--- config.mk ---
export PLATFORM = sky130hd
export DESIGN_NAME = fetch_stage_flat
export DESIGN_NICKNAME = d
export VERILOG_FILES = /design/src/rtl/cpu_pkg.sv /design/src/rtl/fetch_stage_if.sv /design/src/rtl/fetch_queue.sv /design/src/rtl/fetch_stage.sv /design/src/flat_wrapper.sv
export SDC_FILE = /design/constraint.sdc
export NUM_CORES = 1
export LEC_CHECK = 0
export ABC_AREA = 1
export CORE_ASPECT_RATIO = 1.25
export CORE_MARGIN = 8
export CORE_UTILIZATION = 57
export CTS_CLUSTER_DIAMETER = 30
export DETAILED_ROUTE_END_ITERATION = 8
export GPL_ROUTABILITY_DRIVEN = 0
export PLACE_DENSITY = 0.87
export SYNTH_ARGS = -nofsm -noshare
export SYNTH_HDL_FRONTEND = slang
export SYNTH_SLANG_ARGS = --single-unit
--- constraint.sdc ---
create_clock -name clk -period 15.3 [get_ports clk]
set_clock_uncertainty 0.1 [all_clocks]
set_input_delay 3.06 -clock clk [delete_from_list [all_inputs] [get_ports clk]]
set_output_delay 3.06 -clock clk [all_outputs]
set_load 0.05 [all_outputs]
--- src/rtl/cpu_pkg.sv ---
// Shared CPU types and constants: datapath width, instruction size, PC alignment
// and the {instr, pc} bundle passed from fetch to decode.
package cpu_pkg;

  localparam int XLEN        = 32;
  localparam int INSTR_BYTES = 4;
  localparam logic [XLEN-1:0] PC_ALIGN_MASK = 32'hFFFF_FFFC;

  typedef struct packed {
    logic [XLEN-1:0] instr;
    logic [XLEN-1:0] pc;
  } fetch_pkt_t;

endpackage

--- src/rtl/fetch_stage_if.sv ---
// Fetch-stage bus: instruction-memory request/response, downstream redirect and
// the valid/ready handoff to decode. master = fetch stage, slave = its environment.
interface fetch_stage_if;
  import cpu_pkg::*;

  logic [XLEN-1:0] iaddr;
  logic            imem_en;
  logic [XLEN-1:0] idata;
  logic            redirect;
  logic [XLEN-1:0] redirect_pc;
  logic            fd_valid;
  logic            fd_ready;
  logic [XLEN-1:0] fd_instr;
  logic [XLEN-1:0] fd_pc;

  modport master (
    output iaddr, imem_en, fd_valid, fd_instr, fd_pc,
    input  idata, redirect, redirect_pc, fd_ready
  );

  modport slave (
    input  iaddr, imem_en, fd_valid, fd_instr, fd_pc,
    output idata, redirect, redirect_pc, fd_ready
  );

endinterface

--- src/rtl/fetch_queue.sv ---
// Flushable synchronous FIFO; head visible combinationally, 1-cycle push-to-head latency.
// Caller guarantees no push when full and no pop when empty; flush beats push.
module fetch_queue #(
  parameter int WIDTH = 64,
  parameter int DEPTH = 2
) (
  input  logic                    clk,
  input  logic                    rst,
  input  logic                    flush,
  input  logic                    push,
  input  logic [WIDTH-1:0]        push_data,
  input  logic                    pop,
  output logic [$clog2(DEPTH):0]  count,
  output logic [WIDTH-1:0]        head
);

  localparam int PW = $clog2(DEPTH);

  logic [WIDTH-1:0] mem_q [DEPTH];
  logic [PW-1:0]    rd_ptr_q;
  logic [PW-1:0]    wr_ptr_q;
  logic [PW:0]      count_q;

  always_ff @(posedge clk or posedge rst) begin
    if (rst) begin
      for (int i = 0; i < DEPTH; i++) begin
        mem_q[i] <= '0;
      end
      rd_ptr_q <= '0;
      wr_ptr_q <= '0;
      count_q  <= '0;
    end else if (flush) begin
      rd_ptr_q <= '0;
      wr_ptr_q <= '0;
      count_q  <= '0;
    end else begin
      if (push) begin
        mem_q[wr_ptr_q] <= push_data;
        wr_ptr_q        <= wr_ptr_q + 1'b1;
      end
      if (pop) begin
        rd_ptr_q <= rd_ptr_q + 1'b1;
      end
      count_q <= count_q + {{PW{1'b0}}, push} - {{PW{1'b0}}, pop};
    end
  end

  assign count = count_q;
  assign head  = mem_q[rd_ptr_q];

endmodule

--- src/rtl/fetch_stage.sv ---
// Instruction fetch: owns the PC, issues to sync-read imem, 2-cycle fetch-to-decode latency.
// Issues only while queued + in-flight words fit; a redirect squashes queue and in-flight word.
module fetch_stage
  import cpu_pkg::*;
#(
  parameter logic [XLEN-1:0] RESET_PC = 32'h0000_0000,
  parameter int              QDEPTH   = 2
) (
  input  logic          clk,
  input  logic          reset,
  fetch_stage_if.master bus
);

  localparam int CW = $clog2(QDEPTH) + 1;
  localparam logic [CW:0] DEPTH_LIM = (CW+1)'(QDEPTH);

  logic [XLEN-1:0] pc_q;
  logic [XLEN-1:0] req_pc_q;
  logic            inflight_q;
  logic [CW-1:0]   count;
  logic [CW:0]     occupancy;
  logic            fd_valid;
  logic            deq;
  logic            issue;
  logic            push;
  fetch_pkt_t      push_pkt;
  fetch_pkt_t      head;

  assign fd_valid  = (count != '0) && !bus.redirect;
  assign deq       = fd_valid && bus.fd_ready;
  // Crediting this cycle's dequeue lets a depth-2 queue sustain one fetch per cycle.
  assign occupancy = {1'b0, count} + {{CW{1'b0}}, inflight_q} - {{CW{1'b0}}, deq};
  assign issue     = !reset && !bus.redirect && (occupancy < DEPTH_LIM);
  assign push      = inflight_q && !bus.redirect;
  assign push_pkt  = '{instr: bus.idata, pc: req_pc_q};

  always_ff @(posedge clk or posedge reset) begin
    if (reset) begin
      pc_q       <= RESET_PC;
      req_pc_q   <= '0;
      inflight_q <= 1'b0;
    end else begin
      inflight_q <= issue;
      if (bus.redirect) begin
        pc_q <= bus.redirect_pc & PC_ALIGN_MASK;
      end else if (issue) begin
        pc_q     <= pc_q + XLEN'(INSTR_BYTES);
        req_pc_q <= pc_q;
      end
    end
  end

  fetch_queue #(
    .WIDTH ($bits(fetch_pkt_t)),
    .DEPTH (QDEPTH)
  ) u_queue (
    .clk       (clk),
    .rst       (reset),
    .flush     (bus.redirect),
    .push      (push),
    .push_data (push_pkt),
    .pop       (deq),
    .count     (count),
    .head      (head)
  );

  assign bus.iaddr    = pc_q;
  assign bus.imem_en  = issue;
  assign bus.fd_valid = fd_valid;
  assign bus.fd_instr = head.instr;
  assign bus.fd_pc    = head.pc;

endmodule

--- src/flat_wrapper.sv ---
// flat-port wrapper written by rule: the top's interface ports become plain ports
module fetch_stage_flat import cpu_pkg::*;
#(
  parameter logic [XLEN-1:0] RESET_PC = 32'h0000_0000,
  parameter int              QDEPTH   = 2
)
  (clk, reset, bus_iaddr, bus_imem_en, bus_fd_valid, bus_fd_instr, bus_fd_pc, bus_idata, bus_redirect, bus_redirect_pc, bus_fd_ready);
  fetch_stage_if bus_i ();
  input  logic clk;
  input  logic reset;
  output wire logic [$bits(bus_i.iaddr)-1:0] bus_iaddr;
  output wire logic [$bits(bus_i.imem_en)-1:0] bus_imem_en;
  output wire logic [$bits(bus_i.fd_valid)-1:0] bus_fd_valid;
  output wire logic [$bits(bus_i.fd_instr)-1:0] bus_fd_instr;
  output wire logic [$bits(bus_i.fd_pc)-1:0] bus_fd_pc;
  input wire logic [$bits(bus_i.idata)-1:0] bus_idata;
  input wire logic [$bits(bus_i.redirect)-1:0] bus_redirect;
  input wire logic [$bits(bus_i.redirect_pc)-1:0] bus_redirect_pc;
  input wire logic [$bits(bus_i.fd_ready)-1:0] bus_fd_ready;
  assign bus_iaddr = bus_i.iaddr;
  assign bus_imem_en = bus_i.imem_en;
  assign bus_fd_valid = bus_i.fd_valid;
  assign bus_fd_instr = bus_i.fd_instr;
  assign bus_fd_pc = bus_i.fd_pc;
  assign bus_i.idata = bus_idata;
  assign bus_i.redirect = bus_redirect;
  assign bus_i.redirect_pc = bus_redirect_pc;
  assign bus_i.fd_ready = bus_fd_ready;
  fetch_stage #(.RESET_PC(RESET_PC), .QDEPTH(QDEPTH)) u_core (.clk(clk), .reset(reset), .bus(bus_i));
endmodule
Word level (Yosys, flattened, before mapping)
Cells that the tools add are included.
{ "op_classes": {"addsub": 7, "magnitude_cmp": 4, "n_mux": 13, "bitwise_logic": 3, "n_reduce_logical": 14} }
{ "op_table": {"columns": ["op", "n"], "rows": [
  ["2-to-1 mux 64 bit", 4],
  ["bitwise mux 128 bit", 1],
  ["demux 64 bit (select 1 bit)", 1],
  ["2-to-1 mux 32 bit", 2],
  ["adder 32 x 3 -> 32 bit (second input constant)", 1],
  ["nonzero test 2 bit", 4],
  ["logical AND 1 bit", 6],
  ["greater-or-equal comparator 2 bit (second input constant)", 2],
  ["2-to-1 mux 1 bit", 4],
  ["NOT 1 -> 2 bit", 2],
  ["AND reduction 2 bit", 2],
  ["adder 2 x 1 -> 3 bit", 1],
  ["< comparator 3 x 2 -> 1 bit (second input constant)", 1],
  ["subtractor 3 x 1 -> 3 bit", 1],
  ["adder 1 bit (second input constant)", 2],
  ["adder 2 x 1 -> 2 bit", 1],
  ["logical NOT 1 bit", 2],
  ["< comparator 2 x 1 -> 1 bit (second input constant)", 1],
  ["2-to-1 mux 2 bit", 1],
  ["subtractor 2 x 1 -> 2 bit", 1],
  ["NOT 1 bit", 1]
]} }
{ "totals": {"ff_bits": 197, "elab_cells": 49} }

Depth between registers and ports, before layout
Gate-level depths: netlist (run 1).
{ "logic_depth": {"word_depth": 8, "ltp_mapped": 16, "depth_no_buf": 15} }

Modules after synthesis
A second synthesis (run 1) with hierarchy kept.
{ "unflattened": {"hier_cells": 1057, "area_unflattened_um2": 9858.2} }
{ "by_module_without_submodules": {"columns": ["module", "n_inst", "cells_per_inst", "area_each_um2", "seq_area_each_um2"], "rows": [
  ["fetch_queue", 1, 573, 6309.8, 3303.2],
  ["fetch_stage", 1, 484, 3548.4, 1526.5]
]} }

Least setup slack after synthesis (run 1)
OpenSTA, ideal clock, no wires.
{ "synth_path": {"path_type": "input port to output port", "from": "input port reset", "to": "output port bus_imem_en", "t_arrival_ns": 7.859, "setup_slack_ns": 4.281, "cell_stages": 6, "n_path_buf": 1, "cell_sequence": "inv_1 nand2_1 nor2_1 nand2_2 inv_2 buf_2"} }
{ "synth_via": {"elab_chain_cells": 3} }
{ "synth_rtl": {"columns": ["element", "line", "text"], "rows": [
  ["start, declared", "flat_wrapper.sv:10", "input logic reset;"],
  ["logical NOT 1 bit", "fetch_stage.sv:33", "assign issue = !reset && !bus.redirect && (occupancy < DEPTH_LIM);"],
  ["logical AND 1 bit (2 in a row)", "fetch_stage.sv:33", null],
  ["end, declared", "flat_wrapper.sv:12", "output wire logic [$bits(bus_i.imem_en)-1:0] bus_imem_en;"]
]} }
Every way passes these cells.

Worst setup path in the final report (run 1)
{ "layout_path": {"from": "input port bus_redirect", "to": "output port bus_imem_en"} }
{ "layout_via": {"elab_chain_cells": 6} }
{ "layout_rtl": {"columns": ["element", "line", "text"], "rows": [
  ["start, declared", "flat_wrapper.sv:17", "input wire logic [$bits(bus_i.redirect)-1:0] bus_redirect;"],
  ["logical NOT 1 bit (*)", "fetch_stage.sv:29, fetch_stage.sv:33", null],
  ["logical AND 1 bit", "fetch_stage.sv:29", "assign fd_valid = (count != '0) && !bus.redirect;"],
  ["logical AND 1 bit", "fetch_stage.sv:30", "assign deq = fd_valid && bus.fd_ready;"],
  ["subtractor 3 x 1 -> 3 bit", "fetch_stage.sv:32", "assign occupancy = {1'b0, count} + {{CW{1'b0}}, inflight_q} - {{CW{1'b0}}, deq};"],
  ["< comparator 3 x 2 -> 1 bit", "fetch_stage.sv:33", null],
  ["logical AND 1 bit (*)", "fetch_stage.sv:33", null]
]} }
Mark *: on every way between the ends. The rest lies on a longest branch, timed or not.

==> results of run 1 <==
==> final timing paths <==
kind | from | endpoint | slack, ps | cells past startpoint
min in group asynchronous | reset | u_core.u_queue.mem_q[63] | 3030 | 2
worst max-delay path | bus_redirect | bus_imem_en | 4940 | 14
worst min register to register | u_core.u_queue.mem_q[13] | u_core.u_queue.mem_q[13] | 380 | 2
max in group asynchronous | reset | u_core.u_queue.rd_ptr_q | 10110 | 4
worst min-delay path | u_core.u_queue.mem_q[13] | u_core.u_queue.mem_q[13] | 380 | 2
worst max register to register | u_core.u_queue.count[1] | u_core.bus.iaddr[17] | 11490 | 15
==> routing by layer <==
metal  vias to the layer above  wire [um]  track usage  part of all wire
li1                       3615          -            -                 -
met1                      3493       8910        0.268              0.42
met2                       262      10600        0.365              0.50
met3                        34       1330       0.0432             0.062
met4                         0        529       0.0812             0.025
met5                         -          0            0                 0
==> report_power, final <==
group / internal [W] / switching (W)
clock: 0.000294 / 0.000181
sequential: 0.000709 / 0.000124
combinational: 0.000362 / 0.000652
total: 0.00137 / 0.000958
==> worst max-delay path, stage by stage <==
cell             delay [ps]
clkdlybuf4s50_1         450
buf_4                   360
a21oi_1                 100
nand2_1                 150
inv_1                    80
ha_1                    270
or2_2                   300
fa_1                    480
nand2_1                  60
nor2_1                  150
nand2_2                  60
buf_4                   320
inv_2                   440
clkdlybuf4s50_1         890
==> area by class of cell <==
| cell class | count | area (sq um) | share of cell area |
|---|---|---|---|
| clock buffer | 21 | 450 | 0.0400 |
| clock inverter | 11 | 189 | 0.0168 |
| inverter | 130 | 498 | 0.0443 |
| multi-input combinational | 685 | 3480 | 0.309 |
| sequential | 189 | 4730 | 0.420 |
| tap | 212 | 265 | 0.0236 |
| timing repair buffer | 166 | 1640 | 0.146 |
==> state kept, by name, summed over array words and instances, names as in the netlist <==
| register | flops |
|---|---|
| u_core.u_queue.count | 2 |
| u_core.bus.iaddr | 30 |
| u_core.u_queue.rd_ptr_q | 1 |
| u_core.u_queue.mem_q | 124 |
| u_core.u_queue.wr_ptr_q | 1 |
| u_core.req_pc_q | 30 |
| u_core.inflight_q | 1 |
==> kinds of logic after synthesis <==
| group | after synthesis |
|---|---|
| adder cells (fa/ha/maj) | 5 |
| AND/OR/NAND/NOR | 434 |
| flip-flops | 189 |
| XOR/XNOR | 4 |
| buffers and inverters | 184 |
| other | 1 |
| AO/OA/AOI/OAI | 176 |
| multiplexers | 62 |
==> placed cells by master (no fill, tap or decap), types with 4 or more instances in the layout <==
master and n:
a21oi_1 14, buf_4 7, bufinv_16 5, clkbuf_16 17, clkdlybuf4s50_1 159, conb_1 4
dfrtp_1 188, ha_1 4, inv_1 127, mux2_2 62, nand2_1 293, nand3_1 63
nor2_1 67, o211ai_1 4, o21ai_0 108, o21ai_1 47
==> metrics by stage <==
step | worst slack, ps | hold WS (ps) | power [W]
after floorplan | 4280 | 348 | 0.00154
after global placement | 5030 | 359 | 0.00182
after detailed placement | 4950 | 368 | 0.00185
after CTS | 4950 | 384 | 0.00234
after global routing | 4700 | 403 | 0.00245
final | 4940 | 376 | 0.00232
==> metrics.yaml, run 1 <==
status: "completed"
hp-class: "reg2reg"
die_h_um: 156
endpoint_kind: "output pin"
antenna_found_initial: 0
synth_ff_type: "dfrtp_1"
synthMuxAreaShare: 0.0777
yosys.area_share.simple: 0.194
cts_tree: "built"
row_count: 51
p_leak_nw: 5.36
synth_top_area_frac: 0.526
avgViaCountPerCell: 5.24
final_nets: 1262
finalSetupViolCount: 0
htree_levels: 4
core_sq_um: 15500
floorplan.die_area_sq_um: 20100
holdBufCountCts: 0
ys_ff_latch: 189
netlist_area_sq_um: 8980
vdd_ir_drop_max_v: 0.0000952
fillers: 1152
synth_commonest_cells: "nand2_1 (293), dfrtp_1 (189), inv_1 (128), o21ai_0 (108), nor2_1 (67)"
required_ps: 12140
synth_xor_xnor_area_share: 0.00390
synth_top_area_cell: "dfrtp_1"
grt_pass1_wl_mm: 34.8
cts_buffers: 17
synth_edf_count: 0
grt_max_degree: 125
clock_tree.root_cell: "clkbuf_16"
syn_area_per_cell_sq_um: 8.52
synth.yosys.seq_area_share: 0.526
vias: 7404
slew-limit-headroom: 0.244
die_width_um: 128
synth_compound_area_frac: 0.100
drive_above_1_share: 0.0948
grt_overflow: 0
slew_viol_final: 0
min_period_ps: 10360
synth_fa_ha_area_frac: 0.00780
grt_use_total: 0.216
start_util: 0.579
post_cts_buffers: 0
final-hold-violation-count: 0
placed_cells: 1382
synthDistinctLibCells: 31
ios: 166
yosys_warnings: 0
critical_path_class: "in2out"
clk_latency_ps: 430
maxCapViolations: 0
cts.path.max_buffers: 2
utilization: 0.726
synth_area_leaders: "dfrtp_1 (53%), nand2_1 (12%), mux2_2 (7.8%)"
drt_iter0_drc: 549
powerDensity_nw_per_um2: 206
synthCells: 1055
worst_slew_pin_slew_ps: 1130
num_antenna_cells: 0
fmaxAchievable_mhz: 96.5
dp_hpwl_mm: 14.5
fin_setup_tns_ps: 0
start_kind: "input pin"
drc: 0
first_pass_iters: 5
path_clk_slew_ps: 60
cts-resized-gates: 0
period_share: 0.677
routed_wl_mm: 21.4
synth_top_family_by_area: "simple AND/OR/NAND/NOR gates"
synthArstFlopShare: 1.00
path_max_fanout: 80
postLayoutCellArea_sq_um: 11300
yosysMostFrequentCell: "nand2_1"
grt_pass1_vias: 7211
crit_arrival_ps: 7200
rsz0062_at_grt: "no"
port-buffer-count: 159
cts_sinks: 189
ant_nets: 0
area_delta_synth_final_pct: 25.3
fin_cells: 1414
placedInstanceArea_sq_um: 10600
post_drt_wl_per_cell_um: 15.1
Power figures use the tool's default switching activity.
==> run 2: changes to the inputs <==
--- a/config.mk
+++ b/config.mk
@@ -8,11 +8,11 @@
 export ABC_AREA = 1
 export CORE_ASPECT_RATIO = 1.25
 export CORE_MARGIN = 8
-export CORE_UTILIZATION = 57
+export CORE_UTILIZATION = 48
 export CTS_CLUSTER_DIAMETER = 30
 export DETAILED_ROUTE_END_ITERATION = 8
 export GPL_ROUTABILITY_DRIVEN = 0
-export PLACE_DENSITY = 0.87
+export PLACE_DENSITY = 0.78
 export SYNTH_ARGS = -nofsm -noshare
 export SYNTH_HDL_FRONTEND = slang
 export SYNTH_SLANG_ARGS = --single-unit
==> constraint.sdc (replaced) <==
create_clock -name clk -period 8.9 [get_ports clk]
set_clock_uncertainty 0.1 [all_clocks]
set_input_delay 1.78 -clock clk [delete_from_list [all_inputs] [get_ports clk]]
set_output_delay 1.78 -clock clk [all_outputs]
set_load 0.05 [all_outputs]
==> metrics.yaml, run 2 (synthesis gave the netlist of run 1 again) <==
vias: 7196  # was 7,404
placed_cells: 1402  # was 1,382
grt_overflow: 0  # unchanged
first_pass_iters: 4  # was 5
die_h_um: 169  # was 156 um
clk_latency_ps: 420  # was 430 ps
cts_tree: "built"  # unchanged
hold_depth: 2  # unchanged
core_sq_um: 18600  # was 15,500 sq um
fin_setup_tns_ps: 0  # unchanged
drt_iter0_drc: 318  # was 549
utilization: 0.604  # was 0.726
slew_viol_final: 0  # unchanged
powerDensity_nw_per_um2: 348  # was 206 nW/um^2
path_max_fanout: 36  # was 80
cts.path.max_buffers: 2  # unchanged
worst_r2r_path_depth: 15  # unchanged
r2r_slack_ps: 5160  # was 11,490 ps
grt_use_total: 0.186  # was 0.216
r2r_end: "u_core.bus.iaddr[7]"  # was u_core.bus.iaddr[17]
worstReg2RegStart: "u_core.u_queue.count[1]"  # unchanged
ios: 166  # unchanged
fmaxAchievable_mhz: 148
finalWorstSetupSlack_ps: 2120  # was 4940 ps
crit_arrival_ps: 4900  # was 7200 ps
top_register: "u_core.u_queue.mem_q"  # unchanged
worst-path-buf-inv: 5  # was 6
critical_path_class: "in2out"  # unchanged
routed_wl_mm: 21.5  # was 21.4 mm
fin_cells: 1434  # was 1,414
largest_reg_flops: 124  # unchanged
num_antenna_cells: 0  # unchanged
die_width_um: 138  # was 128 um
start_kind: "input pin"  # unchanged
start_util: 0.484  # was 0.579
status: "completed"  # unchanged
htree_levels: 4  # unchanged
grt_pass1_wl_mm: 35.6  # was 34.8 mm
fillers: 1625  # was 1,152
layout_commonest_cell: "nand2_1"  # unchanged
min_period_ps: 6780
cts_buffers: 17  # unchanged
endpoint_kind: "output pin"  # unchanged
drc: 0  # unchanged
grt_max_degree: 125  # unchanged
antenna_found_initial: 0  # unchanged
hold_end: "u_core.u_queue.mem_q[9]"  # was u_core.u_queue.mem_q[13]
slowest_stage: "fa_1"  # was clkdlybuf4s50_1
avgViaCountPerCell: 5.02  # was 5.24
port-buffer-count: 159  # unchanged
pre_cts_ws_ps: 2140  # was 4950 ps
required_ps: 7020  # was 12,140 ps
finalSetupViolCount: 0  # unchanged
post_drt_wl_per_cell_um: 15.0  # was 15.1 um
path_cells: "clkdlybuf4s50_1, buf_4, a21oi_1, nand2_1, inv_1, ha_1, or2_2, fa_1, nand2_1, nor2_1, nand2_2, inv_2, buf_4"  # was clkdlybuf4s50_1, buf_4, a21oi_1, nand2_1, inv_1, ha_1, or2_2, fa_1, nand2_1, nor2_1, nand2_2, buf_4, inv_2, clkdlybuf4s50_1
clock_tree.root_cell: "clkbuf_16"  # unchanged
area_delta_synth_final_pct: 24.9  # was 25.3%
hp-class: "reg2reg"  # unchanged
path_clk_slew_ps: 60  # about the same
row_count: 56  # was 51
crit_family: "buffers and inverters"  # unchanged
cts-resized-gates: 0  # unchanged
ant_nets: 0  # unchanged
grt_pass1_vias: 7157  # was 7,211
p_leak_nw: 5.34  # was 5.36 nW
post_cts_buffers: 0  # unchanged
floorplan.die_area_sq_um: 23400  # was 20,100 sq um
drive_above_1_share: 0.0973  # was 0.0948
period_share: 0.761
slew-limit-headroom: 0.267  # was 0.244
vdd_ir_drop_max_v: 0.000155  # was 0.0000952 V
critical_path.max_stage_delay_ps: 480  # was 890 ps
holdBufCountCts: 0  # unchanged
final-hold-violation-count: 0  # unchanged
rsz0062_at_grt: "no"  # unchanged
dp_hpwl_mm: 14.8  # was 14.5 mm
final_nets: 1262  # unchanged
worstHoldStart: "u_core.u_queue.mem_q[9]"  # was u_core.u_queue.mem_q[13]
maxCapViolations: 0  # unchanged
worst_slew_pin_slew_ps: 1100  # was 1130 ps
layout_common_cells: "nand2_1 (293), dfrtp_1 (188), clkdlybuf4s50_1 (158), inv_1 (127), o21ai_0 (108)"  # was nand2_1 (293), dfrtp_1 (188), clkdlybuf4s50_1 (159), inv_1 (127), o21ai_0 (108)
cts_sinks: 189  # unchanged
[run 2: cell types whose count changed in the layout (fill, tap and decap cells not counted), sizes merged]
cell,change
clkinv,+4
clkbuf,-2
buf,+1
clkdlybuf4s50,-1
clkinvlp,+1
bufinv,-3
[run 2: where the power goes]
group          switching, W  total [W]  internal [W]
Clock              0.000324   0.000746      0.000422
Combinational       0.00111    0.00174      0.000623
Sequential         0.000209    0.00143       0.00122
Total               0.00165    0.00391       0.00226
[run 2: tightest hold or removal path, stage by stage (launching register included)]
cell	delay, ps
dfrtp_1	340
nand2_1	50
o21ai_0	60
[run 2: final cells by class]
type	count	area, sq um	share of cell area
Clock inverter	13	141	0.0126
Multi-Input combinational cell	685	3480	0.310
Timing Repair Buffer	166	1640	0.146
Clock buffer	19	443	0.0395
Inverter	130	498	0.0444
Sequential cell	189	4730	0.422
Tap cell	232	290	0.0259
[run 2: how the worst max path moves through the flow]
| stage | start | end | cells past startpoint |
|---|---|---|---|
| after detailed placement | bus_redirect | bus_imem_en | 13 |
| after global routing | bus_redirect | bus_imem_en | 13 |
| after CTS | bus_redirect | bus_imem_en | 13 |
| final | bus_redirect | bus_imem_en | 13 |
| after floorplan | reset | bus_imem_en | 6 |
| after global placement | bus_redirect | bus_imem_en | 13 |
[run 2: layer usage]
metal,GRT usage,vias to the layer above,share of wire
met3,0.0390,37,0.038
met4,0.0819,0,0.026
met1,0.237,3366,0.45
met5,0,-,0
met2,0.299,175,0.49
li1,-,3618,-
[run 2: metrics by stage]
stage	hold slack, ps	cell area (sq um)	total power, W
after global placement	359	10600	0.00314
after floorplan	348	8990	0.00264
after global routing	397	11200	0.00415
after detailed placement	368	10600	0.00319
final	379	11200	0.00391
after CTS	385	11200	0.00395
==> variant (flow settings as in run 2) <==
`QDEPTH` is set to 2 in 2 places; all go to 1.
--- a/src/rtl/fetch_stage.sv
+++ b/src/rtl/fetch_stage.sv
@@ -6,3 +6,3 @@
   parameter logic [XLEN-1:0] RESET_PC = 32'h0000_0000,
-  parameter int              QDEPTH   = 2
+  parameter int              QDEPTH   = 1
 ) (
--- a/src/flat_wrapper.sv
+++ b/src/flat_wrapper.sv
@@ -4,3 +4,3 @@
   parameter logic [XLEN-1:0] RESET_PC = 32'h0000_0000,
-  parameter int              QDEPTH   = 2
+  parameter int              QDEPTH   = 1
 )
Check against the original RTL: not equivalent (Yosys sat finds a counterexample within 4 cycles, from zero or initial values and one cycle with reset high).
==> variant against run 2 <==
- final area fell by 24%
- utilization increased by 6.8 points
- hold slack better by 0.0035 ns
- critical path type unchanged
- sequential cell count shrank 63
- wire length shrank 27%
- power down 29%
- setup slack better by 0.12 ns
- largest cell class unchanged
- area after synthesis shrank 31%
- critical endpoint unchanged
==> variant: results (changes against run 2) <==
Worst Path Max Fanout -> 38 (was 36)
DR vias -> 5046 (was 7196)
leakage power total -> 4.09 nW (was 5.34 nW)
Iter 0 DRT Violations -> 437 (was 318)
max reg flops -> 62 (was 124)
register area share after synthesis -> 0.510 (was 0.526)
Slew @ Worst Pin -> 0.836 ns (was 1.10 ns)
post-synth cell types -> 28 (was 31)
first-pass iteration count of the detailed router -> 7 (was 4)
share of layout cells above drive strength 1 -> 0.118 (was 0.0973)
total track usage -> 0.189 (was 0.186)
synth cell count leaders -> 188 x nand2_1, 126 x dfrtp_1, 82 x inv_1 (was 293 x nand2_1, 189 x dfrtp_1, 128 x inv_1)
worst-case vdd ir drop -> 0.000160 V (was 0.000155 V)
Total Nets Final -> 924 (was 1262)
Critical Path AT -> 4.78 ns (was 4.90 ns)
DP HPWL -> 11200 um (was 14800 um)
Setup Fix Bufs, Post-CTS -> 0 (unchanged)
Tcrit/Tclk final -> 0.748 (was 0.761)
Place WS -> 2.21 ns (was 2.14 ns)
CP max stage delay -> 0.91 ns (was 0.48 ns)
Filler Cell Count -> 1032 (was 1625)
vias per cell -> 4.88 (was 5.02)
Final Instance Area -> 8510 um^2 (was 11200 um^2)
area post-placement -> 7840 um^2 (was 10600 um^2)
Avg Inst Size Synth -> 8.89 um^2 (was 8.52 um^2)
largest net degree at the start of global routing -> 88 (was 125)
Worst Hold Margin -> 0.383 ns (was 0.379 ns)
status -> finished clean (unchanged)
variant: layout make-up:
| type | count | area share |
|---|---|---|
| clock buffer | 21 | 0.0541 |
| sequential | 126 | 0.370 |
| inverter | 85 | 0.0378 |
| multi-input combinational | 459 | 0.298 |
| tap | 168 | 0.0247 |
| clock inverter | 11 | 0.0248 |
| timing repair buffer | 163 | 0.190 |
variant: report_power, final:
part / switching, mW / internal (mW) / leakage, nW
Clock: 0.247 / 0.539 / 0.327
Combinational: 0.723 / 0.419 / 2.23
Sequential: 0.115 / 0.751 / 1.53
variant: tightest hold or removal path, stage by stage, from the launching register on:
cell and delay [ns]:
dfrtp_1 0.33, nand2_1 0.05, o21ai_0 0.06
variant: final timing paths:
kind,start,to,cells after the start
max,bus_redirect,bus_imem_en,10
min,u_core.u_queue.mem_q[30],u_core.u_queue.mem_q[30],2
max reg2reg,u_core.u_queue.count,u_core.bus.iaddr[30],13
min reg2reg,u_core.u_queue.mem_q[30],u_core.u_queue.mem_q[30],2
max in group asynchronous,reset,u_core.u_queue.mem_q[39],3
min in group asynchronous,reset,u_core.u_queue.wr_ptr_q[0],2
variant: logic make-up after synthesis:
group                      Yosys count  synth area share
and+or+nand+nor                    344             0.239
DFF                                126             0.510
buffers and inverters              114            0.0827
AOI/OAI and AO/OA                   60            0.0485
muxes                               45             0.109
adders and majority gates            4           0.00809
xor gates and xnor gates             2           0.00283
other                                1          0.000606
variant: routing by layer:
layer,track usage,routed length (um)
met1,0.230,6700
met2,0.319,7770
met3,0.0498,995
met4,0.0669,234
met5,0,0
